[src/rtl/cp0_pkg.sv]
// Shared CP0 definitions: register numbers, exception codes, constant IDs and the
// handler entry point used by the fetch redirect.
package cp0_pkg;

  localparam logic [4:0] REG_SR    = 5'd12;
  localparam logic [4:0] REG_CAUSE = 5'd13;
  localparam logic [4:0] REG_EPC   = 5'd14;
  localparam logic [4:0] REG_PRID  = 5'd15;

  localparam logic [4:0] EXC_INT  = 5'd0;
  localparam logic [4:0] EXC_ADEL = 5'd4;
  localparam logic [4:0] EXC_ADES = 5'd5;
  localparam logic [4:0] EXC_RI   = 5'd10;
  localparam logic [4:0] EXC_OV   = 5'd12;

  localparam logic [31:0] PRID_VALUE   = 32'h0000_5707;
  localparam logic [31:0] HANDLER_ADDR = 32'h0000_4180;

  typedef struct packed {
    logic [5:0] im;
    logic       exl;
    logic       ie;
  } sr_t;

  function automatic logic [31:0] pack_sr(input sr_t sr);
    return {16'd0, sr.im, 8'd0, sr.exl, sr.ie};
  endfunction

  function automatic logic [31:0] pack_cause(input logic bd, input logic [5:0] ip,
                                             input logic [4:0] code);
    return {bd, 15'd0, ip, 3'd0, code, 2'b00};
  endfunction

endpackage

[src/rtl/cp0.sv]
// Coprocessor 0: SR/Cause/EPC/PRId, interrupt and exception request generation,
// mtc0 writes and eret EXL clearing. Req is combinational from state and inputs.
module cp0
  import cp0_pkg::*;
(
  input  logic        clk,
  input  logic        reset,
  input  logic [4:0]  CP0Addr,
  input  logic [31:0] CP0WD,
  input  logic        CP0We,
  input  logic [31:0] PC_M,
  input  logic        BD_M,
  input  logic        ExcValid,
  input  logic [4:0]  ExcCode_M,
  input  logic [5:0]  HWInt,
  input  logic        EXLClr,
  output logic [31:0] CP0RD,
  output logic [31:0] EPC,
  output logic        Req
);

  sr_t         sr;
  logic        bd;
  logic [5:0]  ip;
  logic [4:0]  exc_code;
  logic [31:2] epc_q;

  logic        int_req;
  logic        exc_req;
  logic        sr_we;
  logic        epc_we;
  logic [31:2] exc_epc;
  logic [1:0]  unused_pc_bits;

  assign int_req = (|(HWInt & sr.im)) & sr.ie & ~sr.exl;
  assign exc_req = ExcValid & ~sr.exl;
  assign Req     = int_req | exc_req;

  assign sr_we  = CP0We & ~Req & (CP0Addr == REG_SR);
  assign epc_we = CP0We & ~Req & (CP0Addr == REG_EPC);

  // A delay-slot fault restarts at the branch, one word before the faulting PC.
  assign exc_epc        = BD_M ? (PC_M[31:2] - 30'd1) : PC_M[31:2];
  assign unused_pc_bits = PC_M[1:0];

  assign EPC = {epc_q, 2'b00};

  always_comb begin
    CP0RD = 32'd0;
    case (CP0Addr)
      REG_SR:    CP0RD = pack_sr(sr);
      REG_CAUSE: CP0RD = pack_cause(bd, ip, exc_code);
      REG_EPC:   CP0RD = {epc_q, 2'b00};
      REG_PRID:  CP0RD = PRID_VALUE;
      default:   CP0RD = 32'd0;
    endcase
  end

  always_ff @(posedge clk) begin
    if (reset) begin
      sr       <= '0;
      bd       <= 1'b0;
      ip       <= 6'd0;
      exc_code <= 5'd0;
      epc_q    <= '0;
    end else begin
      ip <= HWInt;
      if (Req) begin
        sr.exl   <= 1'b1;
        exc_code <= int_req ? EXC_INT : ExcCode_M;
        bd       <= BD_M;
        epc_q    <= exc_epc;
      end else begin
        if (sr_we) begin
          sr.im  <= CP0WD[15:10];
          sr.ie  <= CP0WD[0];
          sr.exl <= CP0WD[1];
        end
        if (epc_we) begin
          epc_q <= CP0WD[31:2];
        end
        // eret wins over a simultaneous mtc0 to SR.
        if (EXLClr) begin
          sr.exl <= 1'b0;
        end
      end
    end
  end

endmodule

[config.mk]
export PLATFORM = sky130hd
export DESIGN_NAME = cp0
export DESIGN_NICKNAME = d
export VERILOG_FILES = /design/src/rtl/cp0_pkg.sv /design/src/rtl/cp0.sv
export SDC_FILE = /design/constraint.sdc
export NUM_CORES = 1
export LEC_CHECK = 0
export CORE_UTILIZATION = 28
export DETAILED_ROUTE_END_ITERATION = 6
export PLACE_DENSITY = 0.73
export SLEW_MARGIN = 20
export SYNTH_ARGS = -nofsm -noshare
export SYNTH_HDL_FRONTEND = slang
export SYNTH_SLANG_ARGS = --single-unit
[constraint.sdc]
create_clock -name clk -period 2.3 [get_ports clk]
set_clock_uncertainty 0.1 [all_clocks]
set_input_delay 0.575 -clock clk [delete_from_list [all_inputs] [get_ports clk]]
set_output_delay 0.575 -clock clk [all_outputs]
set_load 0.02 [all_outputs]
==> results.cfg <==
[status]
outcome = finished, violations left
violations = negative setup slack

[sta]
worst_slack_ns = -0.266
maxSlewViolCount = 0
rsz0062_at_grt = true
fin_worst_hold_slack_ns = 0.381
hold_viol = 0
finalSetupViolations = 8
worst_pin_slew_ns = 0.507
max-slew-margin-rel = 0.662
fmax_mhz = 390
period_share = 1.12
finalCriticalPeriod_ns = 2.57

[global_route]
grt-busiest-layer = met2
grt_pass1_wl_um = 21400
met1_usage = 0.300
gr-usage-met2 = 0.398
grt_max_degree = 64
use_met3 = 0.0335
grt-ovfl-total = 0
grt_pass1_vias = 4150
grt_use_total = 0.231
antenna_found_initial = 0

[drt]
drc_errors = 0
drt-initial-drc-count = 235
via_per_inst = 5.51
first_pass_iters = 5
wl_um = 13600
dr_total_vias = 4138
ant_nets = 0
wl_per_cell_um = 18.2

[setup_path]
path_class = input pin to flip-flop
critical_path.cell_chain = buf_6 > or4_4 > buf_6 > or4_4 > or4_4 > a311oi_2
worst-path-buf-inv = 2
crit_family = simple AND/OR/NAND/NOR gates
slowest_stage = or4_4
end_kind = flip-flop
arrival_ns = 2.67
cp_slowest_stage_delay_ns = 0.56
cp-start-kind = input pin
worstPathMaxFanout = 3
required_ns = 2.40
cpMostUsedCell = or4_4

[power_and_ir_drop]
power_density_mw_per_mm2 = 425
p_leak_uw = 0.00239
totalPowerFinal_uw = 2440
vdd_ir_drop_max_uv = 361

[clocking]
cts_tree = yes
hold_buffers = 0
clock-sinks = 50
clkLatencyLatePin_ns = 0.29
cts_root_buffer = clkbuf_16
clockBufferDepth = 2
clkSlewWorstSetupHoldPaths_ns = 0.08
numCtsBuffers = 5
ctsHtreeMaxLevel = 2

[synthesis]
ys_types = 51
synth_edf_count = 0
synth-async-reset-ratio = 0
ys_seq_area_frac = 0.312
netlist_area_mm2 = 0.00321
syn_area_per_cell_um2 = 8.16
syn_inst = 394
synth-main-ff-cell = dfxtp_1
ys_ff_latch = 50
synth_warnings = 0

[run]
drv_cap = 0

[finish]
syn2layout_area_growth_pct = 79.0
nFillCells = 1089
num_antenna_cells = 0
finalInstanceArea_mm2 = 0.00575
ff_latch_area_mm2 = 0.00100
post-route-util = 0.521
layout_commonest_cell = clkdlybuf4s50_1
mostFrequentLayoutCells = clkdlybuf4s50_1, buf_4, dfxtp_1
multi_input_area_mm2 = 0.00228
drive_gt1_frac = 0.349
fin_nets = 697

[placed_design]
hpwl_um = 9680
placed_area_mm2 = 0.00535
port_buffers = 146
place.gp.congestion = 0.884

[hold_path]
hold_path.class = flip-flop to flip-flop

[die]
num_rows = 38
ios = 151
dieArea_mm2 = 0.0119
fp.dieH_um = 109
dieWidth_um = 109
core_area_mm2 = 0.0110
start_util = 0.291
==> report_power, final <==
part	switching [µW]	internal (µW)	total, µW
clock	361	418	779
sequential	47.3	921	968
combinational	330	367	697
==> final cells by class <==
class                      instances  area share
multi-input combinational        305       0.396
timing repair buffer             244       0.370
sequential                        50       0.174
tap                              140      0.0305
clock buffer                       5      0.0218
clock inverter                     3     0.00500
inverter                           4     0.00261
==> worst paths after layout <==
path             from  cells after the start  slack, ns        end
max          PC_M[23]                      6      -0.27  epc_q[29]
min                bd                      2       0.38         bd
max reg2reg     sr[3]                      6       0.43  epc_q[29]
min reg2reg        bd                      2       0.38         bd
==> through the flow <==
stage | worst slack (ns) | setup TNS (ns) | instances
2_1_floorplan | -0.143 | -0.756 | 395
3_3_place_gp | -0.761 | -37.51 | 723
3_5_place_dp | -0.805 | -39.71 | 723
4_1_cts | -0.306 | -1.81 | 748
5_1_grt | -0.295 | -2.09 | 751
6_report | -0.266 | -1.75 | 751
==> flip-flops by register name, summed over array words and instances (netlist names) <==
register	count
bd	1
epc_q	30
exc_code	5
ip	6
sr	8
==> synthesized netlist by cell type (8+ instances only) <==
master	n	area, µm²
clkbuf_1	32	120
dfxtp_1	50	1000
a311oi_1	23	201
o21ai_0	10	50.1
o31ai_1	14	105
nor2_1	29	109
nand3_1	13	65.1
nand2_1	15	56.3
or4_1	16	120
a211oi_1	34	255
nor2b_1	9	56.3
and3_1	43	269
or3_1	9	56.3
a21oi_1	16	80.1
a22oi_1	8	60.1
==> layer usage <==
metal / share of wire / up-vias
met3: 0.060 / 18
met5: 0 / -
met2: 0.49 / 157
li1: - / 1972
met4: 0.016 / 0
met1: 0.44 / 1991
==> kinds of logic (layout without fill, tap and decap cells) <==
kind of cell               after synthesis  count (layout)  synth area share
and+or+nand+nor                        163             165             0.304
AOI/OAI and AO/OA                      122             122             0.281
DFF                                     50              50             0.312
buffers and inverters                   42             256            0.0541
xor gates and xnor gates                 9               9            0.0245
muxes                                    6               6            0.0199
adders and majority gates                1               1           0.00389
other                                    1               2           0.00117
==> worst min-delay path, stage by stage, from the launching register on <==
cell	delay [ns]
dfxtp_1	0.33
nand2_1	0.06
a21oi_1	0.05
==> repair_timing <==
| action | CTS | global route |
|---|---|---|
| setup buffers | 12 | 3 |
| endpoints found under the setup margin | 52 | 21 |
| pin swaps | 34 | 21 |
| gates cloned | 5 | 0 |
| resized for setup | 241 | 36 |
(Power assumes the default switching activity.)
